## src/rtl/alarm_match_seq_pkg.sv

```systemverilog
// Shared definitions for the alarm-match controller: scan/ring state
// encoding, default field width and default ring duration.
package alarm_match_seq_pkg;

  localparam int unsigned FIELD_W      = 6;
  localparam int unsigned RING_SEC_DEF = 60;
  localparam int unsigned RING_CNT_W   = 6;

  typedef enum logic [2:0] {
    IDLE   = 3'd0,
    S_SEC  = 3'd1,
    S_MIN  = 3'd2,
    S_HOUR = 3'd3,
    RING   = 3'd4
  } state_e;

  // True while the shared comparator is being driven by this block.
  function automatic logic is_scan_state(input state_e s);
    return (s == S_SEC) || (s == S_MIN) || (s == S_HOUR);
  endfunction

endpackage

```

## src/rtl/alarm_match_seq_ring_cnt.sv

```systemverilog
// Loadable down-counter holding the remaining ring time in ticks.
// Priority: clear over load over decrement; never wraps below zero.
module alarm_match_seq_ring_cnt #(
  parameter int unsigned CNT_W    = 6,
  parameter int unsigned LOAD_VAL = 60
) (
  input  logic             clk,
  input  logic             rst,
  input  logic             load,
  input  logic             dec,
  input  logic             clr,
  output logic [CNT_W-1:0] cnt,
  output logic             is_zero,
  output logic             is_one
);

  localparam logic [CNT_W-1:0] LOAD_V = CNT_W'(LOAD_VAL);
  localparam logic [CNT_W-1:0] ONE_V  = CNT_W'(1);

  logic [CNT_W-1:0] cnt_q;
  logic [CNT_W-1:0] cnt_d;

  // Next count: clear, reload, or step down one tick.
  always_comb begin
    cnt_d = cnt_q;
    if (clr) begin
      cnt_d = '0;
    end else if (load) begin
      cnt_d = LOAD_V;
    end else if (dec && (cnt_q != '0)) begin
      cnt_d = cnt_q - ONE_V;
    end else begin
      cnt_d = cnt_q;
    end
  end

  // Count register.
  always_ff @(posedge clk or posedge rst) begin
    if (rst) begin
      cnt_q <= '0;
    end else begin
      cnt_q <= cnt_d;
    end
  end

  assign cnt     = cnt_q;
  assign is_zero = (cnt_q == '0);
  assign is_one  = (cnt_q == ONE_V);

endmodule

```

## src/rtl/alarm_match_seq.sv

```systemverilog
// Alarm-match controller: on a tick, snapshots current and alarm time and
// walks seconds, minutes, hours through one shared external comparator,
// bailing out on the first mismatch. A full match rings for RING_SEC ticks.
module alarm_match_seq
  import alarm_match_seq_pkg::*;
#(
  parameter int unsigned W        = FIELD_W,
  parameter int unsigned RING_SEC = RING_SEC_DEF,
  parameter int unsigned CNT_W    = RING_CNT_W
) (
  input  logic             clk,
  input  logic             rst,
  input  logic             tick,
  input  logic             alarm_en,
  input  logic             stop,
  input  logic [W-1:0]     cur_sec,
  input  logic [W-1:0]     cur_min,
  input  logic [W-1:0]     cur_hour,
  input  logic [W-1:0]     alm_sec,
  input  logic [W-1:0]     alm_min,
  input  logic [W-1:0]     alm_hour,
  output logic [W-1:0]     cmp_a,
  output logic [W-1:0]     cmp_b,
  output logic             cmp_en,
  input  logic             cmp_eq,
  output logic             busy,
  output logic             match_p,
  output logic             alarm_ring,
  output logic [CNT_W-1:0] ring_left
);

  state_e state_q;
  state_e state_d;

  logic [W-1:0] snap_cur_sec_q, snap_cur_min_q, snap_cur_hour_q;
  logic [W-1:0] snap_alm_sec_q, snap_alm_min_q, snap_alm_hour_q;
  logic [W-1:0] snap_cur_sec_d, snap_cur_min_d, snap_cur_hour_d;
  logic [W-1:0] snap_alm_sec_d, snap_alm_min_d, snap_alm_hour_d;

  logic match_p_q, match_p_d;
  logic alarm_ring_q, alarm_ring_d;

  logic snap_load;
  logic ring_load;
  logic ring_dec;
  logic ring_clr;
  logic ring_is_zero;
  logic ring_is_one;

  alarm_match_seq_ring_cnt #(
    .CNT_W    (CNT_W),
    .LOAD_VAL (RING_SEC)
  ) u_ring_cnt (
    .clk     (clk),
    .rst     (rst),
    .load    (ring_load),
    .dec     (ring_dec),
    .clr     (ring_clr),
    .cnt     (ring_left),
    .is_zero (ring_is_zero),
    .is_one  (ring_is_one)
  );

  // Next-state and control: disable beats everything, stop beats tick in RING.
  always_comb begin
    state_d   = state_q;
    snap_load = 1'b0;
    ring_load = 1'b0;
    ring_dec  = 1'b0;
    ring_clr  = 1'b0;
    match_p_d = 1'b0;
    case (state_q)
      IDLE: begin
        if (tick && alarm_en) begin
          state_d   = S_SEC;
          snap_load = 1'b1;
        end else begin
          state_d = IDLE;
        end
      end
      S_SEC: begin
        if (!alarm_en) begin
          state_d  = IDLE;
          ring_clr = 1'b1;
        end else if (cmp_eq) begin
          state_d = S_MIN;
        end else begin
          state_d = IDLE;
        end
      end
      S_MIN: begin
        if (!alarm_en) begin
          state_d  = IDLE;
          ring_clr = 1'b1;
        end else if (cmp_eq) begin
          state_d = S_HOUR;
        end else begin
          state_d = IDLE;
        end
      end
      S_HOUR: begin
        if (!alarm_en) begin
          state_d  = IDLE;
          ring_clr = 1'b1;
        end else if (cmp_eq) begin
          state_d   = RING;
          ring_load = 1'b1;
          match_p_d = 1'b1;
        end else begin
          state_d = IDLE;
        end
      end
      RING: begin
        if (!alarm_en || stop) begin
          state_d  = IDLE;
          ring_clr = 1'b1;
        end else if (tick) begin
          ring_dec = 1'b1;
          if (ring_is_one || ring_is_zero) begin
            state_d = IDLE;
          end else begin
            state_d = RING;
          end
        end else begin
          state_d = RING;
        end
      end
      default: begin
        state_d  = IDLE;
        ring_clr = 1'b1;
      end
    endcase
    alarm_ring_d = (state_d == RING);
  end

  // Snapshot capture so mid-scan time changes cannot disturb a scan.
  always_comb begin
    if (snap_load) begin
      snap_cur_sec_d  = cur_sec;
      snap_cur_min_d  = cur_min;
      snap_cur_hour_d = cur_hour;
      snap_alm_sec_d  = alm_sec;
      snap_alm_min_d  = alm_min;
      snap_alm_hour_d = alm_hour;
    end else begin
      snap_cur_sec_d  = snap_cur_sec_q;
      snap_cur_min_d  = snap_cur_min_q;
      snap_cur_hour_d = snap_cur_hour_q;
      snap_alm_sec_d  = snap_alm_sec_q;
      snap_alm_min_d  = snap_alm_min_q;
      snap_alm_hour_d = snap_alm_hour_q;
    end
  end

  // State, snapshot and registered output flops.
  always_ff @(posedge clk or posedge rst) begin
    if (rst) begin
      state_q         <= IDLE;
      snap_cur_sec_q  <= '0;
      snap_cur_min_q  <= '0;
      snap_cur_hour_q <= '0;
      snap_alm_sec_q  <= '0;
      snap_alm_min_q  <= '0;
      snap_alm_hour_q <= '0;
      match_p_q       <= 1'b0;
      alarm_ring_q    <= 1'b0;
    end else begin
      state_q         <= state_d;
      snap_cur_sec_q  <= snap_cur_sec_d;
      snap_cur_min_q  <= snap_cur_min_d;
      snap_cur_hour_q <= snap_cur_hour_d;
      snap_alm_sec_q  <= snap_alm_sec_d;
      snap_alm_min_q  <= snap_alm_min_d;
      snap_alm_hour_q <= snap_alm_hour_d;
      match_p_q       <= match_p_d;
      alarm_ring_q    <= alarm_ring_d;
    end
  end

  // Operand mux onto the shared comparator; quiet outside the scan states.
  always_comb begin
    cmp_a  = '0;
    cmp_b  = '0;
    cmp_en = 1'b0;
    case (state_q)
      S_SEC: begin
        cmp_a  = snap_cur_sec_q;
        cmp_b  = snap_alm_sec_q;
        cmp_en = 1'b1;
      end
      S_MIN: begin
        cmp_a  = snap_cur_min_q;
        cmp_b  = snap_alm_min_q;
        cmp_en = 1'b1;
      end
      S_HOUR: begin
        cmp_a  = snap_cur_hour_q;
        cmp_b  = snap_alm_hour_q;
        cmp_en = 1'b1;
      end
      default: begin
        cmp_a  = '0;
        cmp_b  = '0;
        cmp_en = 1'b0;
      end
    endcase
  end

  assign busy       = is_scan_state(state_q);
  assign match_p    = match_p_q;
  assign alarm_ring = alarm_ring_q;

endmodule
```

## config.mk

```make
export PLATFORM = sky130hd
export DESIGN_NAME = alarm_match_seq
export DESIGN_NICKNAME = d
export VERILOG_FILES = /design/src/rtl/alarm_match_seq_pkg.sv /design/src/rtl/alarm_match_seq_ring_cnt.sv /design/src/rtl/alarm_match_seq.sv
export SDC_FILE = /design/constraint.sdc
export NUM_CORES = 1
export LEC_CHECK = 0
export CAP_MARGIN = 5
export CORE_MARGIN = 2
export CORE_UTILIZATION = 43
export CTS_CLUSTER_SIZE = 25
export DETAILED_ROUTE_END_ITERATION = 8
export GPL_TIMING_DRIVEN = 0
export HOLD_SLACK_MARGIN = 0.1
export PLACE_DENSITY = 0.76
export SLEW_MARGIN = 20
export SYNTH_ARGS = -nofsm -noshare
export SYNTH_HDL_FRONTEND = slang
export SYNTH_SLANG_ARGS = --single-unit
```

## constraint.sdc

```tcl
create_clock -name clk -period 1.7 [get_ports clk]
set_clock_uncertainty 0.1 [all_clocks]
set_input_delay 0.34 -clock clk [delete_from_list [all_inputs] [get_ports clk]]
set_output_delay 0.34 -clock clk [all_outputs]
set_load 0.05 [all_outputs]
```

# Yosys cells after proc, flatten, opt, wreduce, memory -nomap -nowiden
# Cells that the tools add are included.
dict set report word_totals {
  output_inout_bits 22
  in_bits 42
  regBits 47
}
dict set report classes {
  n_addsub 1
  mux 28
  reduce_logical 12
  n_eq_ne 6
}
# operator count
set op_table {}
lappend op_table {{$pmux 6 s3} 2}
lappend op_table {{$mux 6} 3}
lappend op_table {{$mux 3} 5}
lappend op_table {{$pmux 3 s5} 1}
lappend op_table {{$mux 1} 12}
lappend op_table {{$mux 2} 4}
lappend op_table {{$eq 3x2->1 const B} 2}
lappend op_table {{$eq 3x3->1 const B} 2}
lappend op_table {{$eq 6x1->1 const B} 1}
lappend op_table {{$logic_not 6->1} 1}
lappend op_table {{$reduce_bool 6->1} 1}
lappend op_table {{$sub 6x1->6 const B} 1}
lappend op_table {{$logic_or 1x1->1} 4}
lappend op_table {{$eq 3x1->1 const B} 1}
lappend op_table {{$logic_not 3->1} 1}
lappend op_table {{$pmux 1 s3} 1}
lappend op_table {{$reduce_bool 3->1} 1}
lappend op_table {{$reduce_or 3->1} 1}
lappend op_table {{$logic_and 1x1->1} 2}
lappend op_table {{$logic_not 1->1} 1}

# Logic depth before layout (Yosys ltp)
dict set report logic_depth {
  ltp_word 8
  depth_mapped 7
}

# Modules after synthesis
# Synthesis repeated with hierarchy kept, for this count alone.
dict set report hier_totals {
  hier_cells 184
  hier_area_um2 2433.6
}
# module n_inst area_each_um2 cells_per_inst
set by_module_without_submodules {}
lappend by_module_without_submodules {alarm_match_seq 1 2039.5 142}
lappend by_module_without_submodules {alarm_match_seq_ring_cnt 1 394.1 42}

# Least setup slack after synthesis
# Ideal clock, no wire load.
dict set report synth_timing {
  path_type {register -> output}
  start {reg state_q[0]}
  end {out cmp_a[0]}
  required_time_ps 1260
  arrival_time_ps 1901
  n_path_buf 2
  path_stages_with_launch 6
  setup_slack_ps -641
  cell_sequence {dfrtp_1 clkbuf_1 nor2b_1 clkbuf_1 a22oi_1 nor2_1}
}
dict set report synth_via {
  elab_chain_cells 2
  elab_cells_between_ends 4
  classes_between {3 x eq/ne; 1 x mux}
}
# item line
set synth_lines {}
lappend synth_lines {{start, declared} alarm_match_seq.sv:32} ;# state_e state_q;
lappend synth_lines {{start signal, assigned} alarm_match_seq.sv:168} ;# state_q <= state_d;
lappend synth_lines {{$eq 3x2->1 or $eq 3x1->1 (tied branches)} alarm_match_seq.sv:185} ;# case (state_q)
lappend synth_lines {{$pmux 6 s3 *} alarm_match_seq.sv:185}
lappend synth_lines {{end, declared} alarm_match_seq.sv:22} ;# output logic [W-1:0] cmp_a,
# Mark *: on every way between the ends. The rest lies on a longest branch, timed or not.

# Worst setup path in the final report
dict set report layout_timing {
  start {reg state_q[0]}
  end {out cmp_a[4]}
}
# The elaborated chain is that of the path after synthesis.

==> impl_metrics.xml <==
<?xml version="1.0" encoding="UTF-8"?>
<metrics>
  <group name="worst_setup_path">
    <metric name="worst-r2r-cell-count" unit="">8</metric>
    <metric name="critPathCapture" unit="">cmp_a[4]</metric>
    <metric name="timing.setup.critical_path_class" unit="">reg -&gt; out</metric>
    <metric name="cp-end-kind" unit="">output port</metric>
    <metric name="ff2ff_setup_slack" unit="ns">-0.26</metric>
    <metric name="critical_path_peak_fanout" unit="">8</metric>
    <metric name="crit_path_start_kind" unit="">flop</metric>
    <metric name="crit_arrival" unit="ns">1.68</metric>
    <metric name="cp_data_required_time" unit="ns">1.26</metric>
    <metric name="worst_setup_path_startpoint" unit="">state_q[0]</metric>
    <metric name="reg2reg_from" unit="">state_q[0]</metric>
    <metric name="regToRegEndpoint" unit="">u_ring_cnt.cnt[4]</metric>
  </group>
  <group name="detailed_routing">
    <metric name="route.final.wire_length" unit="µm">6220</metric>
    <metric name="vias_per_cell" unit="">5.21</metric>
    <metric name="drt_iter0_drc" unit="">59</metric>
    <metric name="via_count_of_the_routed_design" unit="">1835</metric>
    <metric name="first_pass_iters" unit="">4</metric>
    <metric name="drc" unit="">0</metric>
    <metric name="antenna_left" unit="">0</metric>
    <metric name="avgRoutedWirePerCell" unit="µm">17.7</metric>
  </group>
  <group name="synthesis">
    <metric name="ys_ff_latch" unit="">47</metric>
    <metric name="net_count_synth" unit="">232</metric>
    <metric name="ys_types" unit="">36</metric>
    <metric name="syn_area_per_cell" unit="µm²">12.3</metric>
    <metric name="postSynth.asyncResetShare" unit="">1.00</metric>
    <metric name="synthesis.area" unit="mm²">0.00229</metric>
    <metric name="synthesis.instances" unit="">187</metric>
    <metric name="ys_seq_area_frac" unit="">0.513</metric>
    <metric name="synth-edff-count" unit="">0</metric>
    <metric name="yosys_most_used_dff" unit="">sky130_fd_sc_hd__dfrtp_1</metric>
    <metric name="ys.warnings.count" unit="">0</metric>
  </group>
  <group name="clock_tree">
    <metric name="clkSlewWorstSetupHoldPaths" unit="ns">0.09</metric>
    <metric name="maximum_level_of_the_cts_h_tree" unit="">2</metric>
    <metric name="cell_at_the_root_of_the_clock_tree" unit="">sky130_fd_sc_hd__clkbuf_8</metric>
    <metric name="quantity_of_hold_fixing_buffers_added_after_cts" unit="">0</metric>
    <metric name="cts_made_buffers" unit="">5</metric>
    <metric name="worstSkewPairLatency" unit="ns">0.30</metric>
    <metric name="cts_tree" unit="">done</metric>
    <metric name="clock-sinks" unit="">47</metric>
    <metric name="clockBufferDepth" unit="">2</metric>
  </group>
  <group name="grt">
    <metric name="grt_start_max_net_pins" unit="">27</metric>
    <metric name="grt_first_pass_wirelength" unit="µm">8920</metric>
    <metric name="vias_in_the_first_global_route" unit="">1778</metric>
    <metric name="grt_util_all_layers" unit="">0.190</metric>
    <metric name="grt_overflow_total" unit="">0</metric>
    <metric name="grtUsageMet3" unit="">0.0318</metric>
    <metric name="grt_use_met2" unit="">0.308</metric>
    <metric name="busiest_layer" unit="">met2</metric>
    <metric name="grt_use_met1" unit="">0.259</metric>
    <metric name="grt_antenna_before_repair" unit="">0</metric>
  </group>
  <group name="timing">
    <metric name="fmax" unit="GHz">0.472</metric>
    <metric name="hold_violation_total_from_the_final_report" unit="">0</metric>
    <metric name="timing.final.crit_share" unit="">1.25</metric>
    <metric name="grt_setup_unrepaired" unit="">true</metric>
    <metric name="timing.slew.headroom" unit="">0.666</metric>
    <metric name="final.setup.worst_slack" unit="ns">-0.420</metric>
    <metric name="setup_total_negative_slack" unit="ns">-12.42</metric>
    <metric name="setup_viol" unit="">56</metric>
    <metric name="maxSlewViolCount" unit="">0</metric>
    <metric name="period_minus_slack" unit="ns">2.12</metric>
    <metric name="final.hold.worst_slack" unit="ns">0.275</metric>
    <metric name="worst-slew-pin-transition" unit="ns">0.500</metric>
  </group>
  <group name="status">
    <metric name="run_status" unit="">finished, violations left</metric>
    <metric name="violations" unit="">setup timing</metric>
  </group>
  <group name="place">
    <metric name="place_congestion" unit="">0.767</metric>
    <metric name="dp_worst_setup_slack" unit="ns">-0.916</metric>
    <metric name="detailed_place_hpwl" unit="µm">3680</metric>
    <metric name="port_buffers" unit="">63</metric>
  </group>
  <group name="floorplanning">
    <metric name="core.rowCount" unit="">26</metric>
    <metric name="die_h" unit="µm">77.0</metric>
    <metric name="floorplan.initialDensity" unit="">0.446</metric>
    <metric name="floorplan.io_pins" unit="">64</metric>
    <metric name="die_area" unit="mm²">0.00593</metric>
    <metric name="placeableCoreArea" unit="mm²">0.00514</metric>
    <metric name="width_of_the_die" unit="µm">77.0</metric>
  </group>
  <group name="flow_run">
    <metric name="maxCapViolCount" unit="">0</metric>
  </group>
  <group name="power">
    <metric name="irDropWorstVdd" unit="V">0.000898</metric>
    <metric name="total_leakage_power" unit="nW">1.73</metric>
    <metric name="powerDensity" unit="mW/mm²">911</metric>
  </group>
  <group name="finish">
    <metric name="area.growth.synth_to_final" unit="%">65.4</metric>
    <metric name="num-nets-final" unit="">326</metric>
    <metric name="drive_above_1_share" unit="">0.525</metric>
    <metric name="layout_common_cells" unit="">43 x sky130_fd_sc_hd__dfrtp_1, 41 x sky130_fd_sc_hd__clkdlybuf4s50_1, 26 x sky130_fd_sc_hd__mux2_4, 19 x sky130_fd_sc_hd__buf_6, 15 x sky130_fd_sc_hd__mux2_2</metric>
    <metric name="antenna-diode-count" unit="">0</metric>
    <metric name="post-route-util" unit="">0.738</metric>
    <metric name="mostFrequentLayoutCell" unit="">sky130_fd_sc_hd__dfrtp_1</metric>
  </group>
  <group name="min_path">
    <metric name="worst_hold_path_type" unit="">in -&gt; async</metric>
  </group>
</metrics>
[layout make-up]
class	count	area (µm²)
Clock buffer	5	68.8
Timing Repair Buffer	88	936
Sequential cell	47	1180
Multi-Input combinational cell	123	1330
Clock inverter	3	15.0
Inverter	6	22.5
Fill cell	357	1350
Buffer	10	150
Tap cell	70	87.6
[report_power, final]
group          internal, mW  total [mW]  switching, mW
registers              1.34        1.50          0.163
clock network         0.282       0.661          0.379
logic                 0.679        1.30          0.617
total                  2.30        3.46           1.16
[per-stage QoR]
step | cell area (µm²) | cells | power [mW]
final | 3790 | 352 | 3.46
after global routing | 3790 | 352 | 3.63
after CTS | 3470 | 338 | 3.27
after detailed placement | 3160 | 321 | 2.53
after global placement | 3140 | 320 | 2.50
after floorplan | 2420 | 187 | 2.17
[sequential cells by signal, indices dropped and copies added (netlist names)]
| signal | count |
|---|---|
| alarm_ring | 1 |
| match_p | 1 |
| snap_alm_hour_q | 6 |
| snap_alm_min_q | 6 |
| snap_alm_sec_q | 6 |
| snap_cur_hour_q | 6 |
| snap_cur_min_q | 6 |
| snap_cur_sec_q | 6 |
| state_q | 3 |
| u_ring_cnt.cnt | 6 |
[synthesized netlist by cell type (2+ instances only)]
cell,n,share of area
sky130_fd_sc_hd__mux2_2,18,0.088
sky130_fd_sc_hd__dfrtp_1,47,0.51
sky130_fd_sc_hd__nand2b_1,3,0.0082
sky130_fd_sc_hd__nor2b_1,3,0.0082
sky130_fd_sc_hd__and3_1,2,0.0055
sky130_fd_sc_hd__a21oi_1,7,0.015
sky130_fd_sc_hd__ha_1,3,0.016
sky130_fd_sc_hd__a22oi_1,12,0.039
sky130_fd_sc_hd__inv_1,6,0.0098
sky130_fd_sc_hd__nand2_1,4,0.0065
sky130_fd_sc_hd__nor3_1,2,0.0044
sky130_fd_sc_hd__clkbuf_1,4,0.0065
sky130_fd_sc_hd__mux2_1,30,0.15
sky130_fd_sc_hd__buf_2,5,0.011
sky130_fd_sc_hd__nor2_1,19,0.031
sky130_fd_sc_hd__mux2i_1,2,0.0087
[worst min path at each step]
stage / cells after the start / end / slack, ns
2_1_floorplan: 1 / snap_alm_hour_q[0] / 0.36
3_3_place_gp: 1 / snap_cur_hour_q[1] / 0.37
3_5_place_dp: 1 / snap_alm_min_q[4] / 0.38
4_1_cts: 2 / match_p / 0.29
5_1_grt: 2 / match_p / 0.31
6_report: 2 / match_p / 0.28
[metal layers]
layer / wire [µm] / vias to the layer above
met5: 0 / -
met2: 3150 / 46
met4: 78 / 0
met3: 202 / 7
li1: - / 854
met1: 2800 / 928
[what timing repair did]
item                                    4_1_cts  5_1_grt
gates resized for setup                     148       47
pin swaps                                     7        8
endpoints found under the setup margin       63       61
cloned                                        0        4
endpoints found under the hold margin         0        0
buffers inserted                             10       10
[worst max-delay path, stage by stage (launching register included)]
cell	delay (ns)
sky130_fd_sc_hd__dfrtp_1	0.36
sky130_fd_sc_hd__buf_8	0.14
sky130_fd_sc_hd__clkbuf_16	0.14
sky130_fd_sc_hd__mux2_2	0.34
sky130_fd_sc_hd__a22oi_2	0.19
sky130_fd_sc_hd__nor2_4	0.05
sky130_fd_sc_hd__buf_6	0.15
[kinds of logic after synthesis]
logic type / after synthesis / share of synthesized area
muxes: 50 / 0.245
DFF: 47 / 0.513
and+or+nand+nor: 38 / 0.0852
AOI/OAI and AO/OA: 30 / 0.101
buffers and inverters: 17 / 0.0322
adders and majority gates: 3 / 0.0164
xor gates and xnor gates: 2 / 0.00764
Note: power is estimated with default switching activity, not from simulation.
==> RTL change 1: new RTL, same settings <==
Set the package constant `FIELD_W` to 12 (it was 6).
--- a/src/rtl/alarm_match_seq_pkg.sv
+++ b/src/rtl/alarm_match_seq_pkg.sv
@@ -2,7 +2,7 @@
 // encoding, default field width and default ring duration.
 package alarm_match_seq_pkg;
 
-  localparam int unsigned FIELD_W      = 6;
+  localparam int unsigned FIELD_W      = 12;
   localparam int unsigned RING_SEC_DEF = 60;
   localparam int unsigned RING_CNT_W   = 6;
 
Ports: changed (8 resized); port bits go from 64 to 112. The function was not compared with the original's and may differ.
==> RTL change 1 against the unedited design <==
The run still ends with setup timing left. Sequential cell count increased by 36. First-iteration DRC count is 1.7% higher. Design area grew 69%. Worst setup slack lost 160 ps. Via count rose by 63%. Power increased by 71%. Die area increased by 66%. Area after synthesis is 71% higher. Core utilization down 0.68 points. Fmax decreased by 6.9%. Wire length is 71% higher. Largest power group unchanged.
==> RTL change 1: results (changes against the unedited design) <==
| Metric | Value |
|---|---|
| Synth cell types | `40 (+11%)` |
| Num CTS Buffers | `9 (+4)` |
| Number of port buffers | `111 (+76%)` |
| Violations in the final reports | `setup timing` |
| Placed wire-length estimate after detailed placement | `6860 um (+86%)` |
| Cell count after placement | `522 (+63%)` |
| Share of synthesized area occupied by flip-flops and latches | `0.531 (+0.0183)` |
| Largest vdd supply drop | `0.520 mV (-42%)` |
| Maximum number of pins on one net before global-route repair | `31 (+15%)` |
| Number of filler cells placed in the layout | `585 (+64%)` |
| Synth cell count leaders | `96 x sky130_fd_sc_hd__mux2_2, 83 x sky130_fd_sc_hd__dfrtp_1, 31 x sky130_fd_sc_hd__nor2_1` |
| Maximum fanout encountered on the critical timing path | `5 (-3)` |
| Number of vias in the routed layout | `2994 (+63%)` |
| Flop2flop setup slack | `-470 ps (-210 ps)` |
| Number of instances in the synthesized netlist | `301 (+61%)` |
| H-tree depth | `3 (+1)` |
| Proportion of layout cells with a drive suffix above 1 | `0.582 (+0.0570)` |
| Final Routed Wirelength | `10700 um (+71%)` |
| Non-filler instance count after layout | `560 (+59%)` |
| Final worst setup slack | `-577 ps (-157 ps)` |
| Ranking of synthesized cells by area | `sky130_fd_sc_hd__dfrtp_1 53%, sky130_fd_sc_hd__mux2_2 28%, sky130_fd_sc_hd__a22oi_1 4.6%` |
| Final weighted congestion in routability-driven placement | `0.826 (+7.6%)` |
| Post-Synthesis Net Count | `382 (+65%)` |
| Setup WS pre-CTS | `-917 ps (-0.818 ps)` |
| Status | `complete, but fails checks` |
| Slew @ Worst Pin | `619 ps (+119 ps)` |
| Sum of negative setup slack | `-36450 ps (-24020 ps)` |
| Worst path arrival time | `1840 ps (+160 ps)` |
| Final count of negative-setup-slack endpoints | `104 (+86%)` |
| Worst setup path startpoint | `state_q[1]` |
| Number of global-route vias before repair | `3169 (+78%)` |
| DRC violation total after the first TritonRoute iteration | `60 (+1.7%)` |
RTL change 1: layout make-up:
class	instances	area [um^2]	share of cell area
flip-flops and latches	83	2080	0.325
multi-input cells	194	2180	0.341
clock inverters	4	97.6	0.0152
inverters	5	22.5	0.00352
clock buffers	11	151	0.0236
well taps	108	135	0.0211
repair buffers	136	1440	0.225
plain buffers	19	293	0.0457
RTL change 1: timing repair:
| item | in CTS | in global routing |
|---|---|---|
| resized for setup | 251 | 65 |
| pin swaps | 19 | 30 |
| setup buffers | 9 | 11 |
| setup endpoints to repair | 108 | 103 |
| cloned | 1 | 4 |
RTL change 1: kinds of logic (layout without fill, tap and decap cells):
family                   Yosys count  count (layout)  share of synthesized area
adder cells (fa/ha/maj)            3               3                    0.00960
buffers and inverters             25             175                     0.0323
XOR/XNOR                           2               2                    0.00448
AO/OA/AOI/OAI                     42              42                     0.0836
AND/OR/NAND/NOR                   49              50                     0.0595
multiplexers                      97              97                      0.279
flip-flops                        83              83                      0.531
RTL change 1: where the power goes:
part	switching [mW]	internal [mW]	leakage, nW	total [mW]
clock network	0.701	1.05	0.122	1.75
logic	0.703	0.932	1.58	1.64
registers	0.212	2.33	0.992	2.54
total	1.62	4.31	2.69	5.93
RTL change 1: metrics by stage:
step	hold WS (ps)	instance area, um^2	total power [mW]	util
2_1_floorplan	374	4220	3.48	-
3_3_place_gp	382	5460	3.90	0.624
3_5_place_dp	391	5500	3.96	0.628
4_1_cts	324	6060	5.84	0.692
5_1_grt	340	6410	6.20	0.731
6_report	308	6410	5.93	0.731
RTL change 1: path summary, 6_finish.rpt:
kind	cells past startpoint	to
setup / recovery	7	cmp_a[11]
hold reg to reg	1	snap_cur_sec_q[3]
setup reg to reg	8	u_ring_cnt.cnt[4]
min in group clk	1	snap_cur_sec_q[3]
hold / removal	2	snap_cur_min_q[0]
max in group asynchronous	3	u_ring_cnt.cnt[1]
RTL change 1: metal layers:
layer	vias up	track usage	routed length [um]
li1	1387	-	-
met1	1509	0.283	4600
met2	88	0.348	5220
met3	10	0.0717	746
met4	0	0.0495	111
met5	-	0	0
==> RTL change 2: new RTL, same flow settings <==
Without the edit above. Re-encode `state_e` (5 states) as one-hot, 5 bits wide.
--- a/src/rtl/alarm_match_seq_pkg.sv
+++ b/src/rtl/alarm_match_seq_pkg.sv
@@ -6,12 +6,12 @@
   localparam int unsigned RING_SEC_DEF = 60;
   localparam int unsigned RING_CNT_W   = 6;
 
-  typedef enum logic [2:0] {
-    IDLE   = 3'd0,
-    S_SEC  = 3'd1,
-    S_MIN  = 3'd2,
-    S_HOUR = 3'd3,
-    RING   = 3'd4
+  typedef enum logic [4:0] {
+    IDLE   = 5'b00001,
+    S_SEC  = 5'b00010,
+    S_MIN  = 5'b00100,
+    S_HOUR = 5'b01000,
+    RING   = 5'b10000
   } state_e;
 
   // True while the shared comparator is being driven by this block.
Behaviour: no difference found for any inputs over 10 cycles, from zero or initial values and one cycle with rst high; not proved beyond that.
==> RTL change 2 against the unedited design <==
The flow still finishes with violations (setup timing). Design area up 0.26%. Register-to-register slack worse by 310 ps. Sequential cell count up 2. Power up 25%. Worst setup slack worse by 310 ps. Area after synthesis up 2.6%. Die area up 2.4%. Wire length up 4.3%. Synthesized cell count up 9.6%. Worst hold slack worse by 45 ps. Largest power group unchanged. Highest routed layer unchanged.
==> RTL change 2: results (changes against the unedited design) <==
| Metric | Value |
|---|---|
| Headroom to the max-slew limit | `0.678 (+0.0116)` |
| Worst path arrival time | `1990 ps (+310 ps)` |
| Proportion of layout cells with a drive suffix above 1 | `0.510 (-0.0149)` |
| Final count of negative-setup-slack endpoints | `58 (+3.6%)` |
| Maximum fanout encountered on the critical timing path | `5 (-3)` |
| Final worst setup slack | `-728 ps (-308 ps)` |
| Cell internal pwr | `2.99 mW (+30%)` |
| Largest vdd supply drop | `0.646 mV (-28%)` |
| Complex-gate fraction of the synthesized area | `0.0910 (-0.00998)` |
| Number of port buffers | `62 (-1.6%)` |
| Final Net Count | `346 (+6.1%)` |
| Leakage power | `1.68 nW (-3.1%)` |
| Synth cell types | `37 (+2.8%)` |
| Total placed instance area | `3170 um^2 (+0.40%)` |
| Detailed-route vias per instance | `5.33 (+2.2%)` |
| Top cell family by delay on the critical path | `simple AND/OR/NAND/NOR gates` |
| Number of vias in the routed layout | `1982 (+8.0%)` |
| Adder-cell share of the synthesized area | `0.0160 (-0.000410)` |
| Master of the slowest instance on the critical path | `sky130_fd_sc_hd__or3_4` |
| Post-Synthesis Net Count | `250 (+7.8%)` |
| Max Fclk | `412 MHz (-13%)` |
| Share of synthesized area spent on multiplexers | `0.172 (-0.0721)` |
| Status | `complete, but fails checks` |
| Final weighted congestion in routability-driven placement | `0.808 (+5.3%)` |
| Violations in the final reports | `setup timing` |
| Global-route wire length before repair | `10100 um (+13%)` |
| Placed wire-length estimate after detailed placement | `3750 um (+1.7%)` |
| Final Routed Wirelength | `6490 um (+4.3%)` |
| Post-synthesis average cell area | `11.5 um^2 (-6.4%)` |
-- RTL change 2: repair_timing --
| action | 4_1_cts | 5_1_grt |
|---|---|---|
| gates resized for setup | 159 | 27 |
| pin swaps | 16 | 20 |
| gates cloned | 4 | 0 |
| endpoints found under the setup margin | 66 | 63 |
| setup buffers | 20 | 5 |
-- RTL change 2: path summary, 6_finish.rpt --
kind,to,slack (ps),cells past startpoint
min in group clk,state_q[2],370,2
max,cmp_b[2],-730,6
max reg2reg,u_ring_cnt.cnt[3],-570,9
max in group asynchronous,state_q[0],710,3
min,snap_alm_hour_q[0],230,2
min reg2reg,snap_alm_hour_q[0],410,1
-- RTL change 2: cell type report --
cell class | instances | area (um^2) | area share
Clock inverter | 2 | 38.8 | 0.0102
Inverter | 7 | 26.3 | 0.00691
Tap cell | 70 | 87.6 | 0.0230
Timing Repair Buffer | 92 | 1030 | 0.271
Multi-Input combinational cell | 138 | 1230 | 0.324
Buffer | 8 | 82.6 | 0.0217
Clock buffer | 6 | 72.6 | 0.0191
Sequential cell | 49 | 1230 | 0.324
-- RTL change 2: per-layer routing --
| metal | vias to the layer above | track usage | part of all wire |
|---|---|---|---|
| li1 | 915 | - | - |
| met1 | 988 | 0.270 | 0.40 |
| met3 | 12 | 0.0419 | 0.046 |
| met4 | 0 | 0.0842 | 0.022 |
| met2 | 67 | 0.376 | 0.53 |
| met5 | - | 0 | 0 |
-- RTL change 2: power groups by stage --
| stage | clock network, mW | logic [mW] | registers [mW] |
|---|---|---|---|
| global placement | 0 | 1.09 | 1.87 |
| finish | 0.844 | 1.56 | 1.90 |
| global route | 0.912 | 1.66 | 1.94 |
| detailed placement | 0 | 1.13 | 1.89 |
| CTS | 0.848 | 1.45 | 1.87 |
| floorplan | 0 | 0.859 | 1.81 |
-- RTL change 2: kinds of logic (layout without fill, tap and decap cells) --
group                      count (synthesis)  in the layout
AOI/OAI and AO/OA                         27             27
and+or+nand+nor                           69             69
xor gates and xnor gates                   3              3
muxes                                     36             36
adders and majority gates                  3              3
buffers and inverters                     18            115
DFF                                       49             49
-- RTL change 2: per-stage QoR --
step                hold WS, ps  power [mW]  worst slack, ps   util  TNS [ps]
floorplan                   379        2.67             -378      -     -7140
global placement            387        2.96            -1200  0.605    -68000
detailed placement          394        3.01            -1230  0.609    -27480
CTS                         236        4.16             -803  0.712    -22060
global route                248        4.51             -775  0.731    -32170
finish                      230        4.31             -728  0.731    -29180
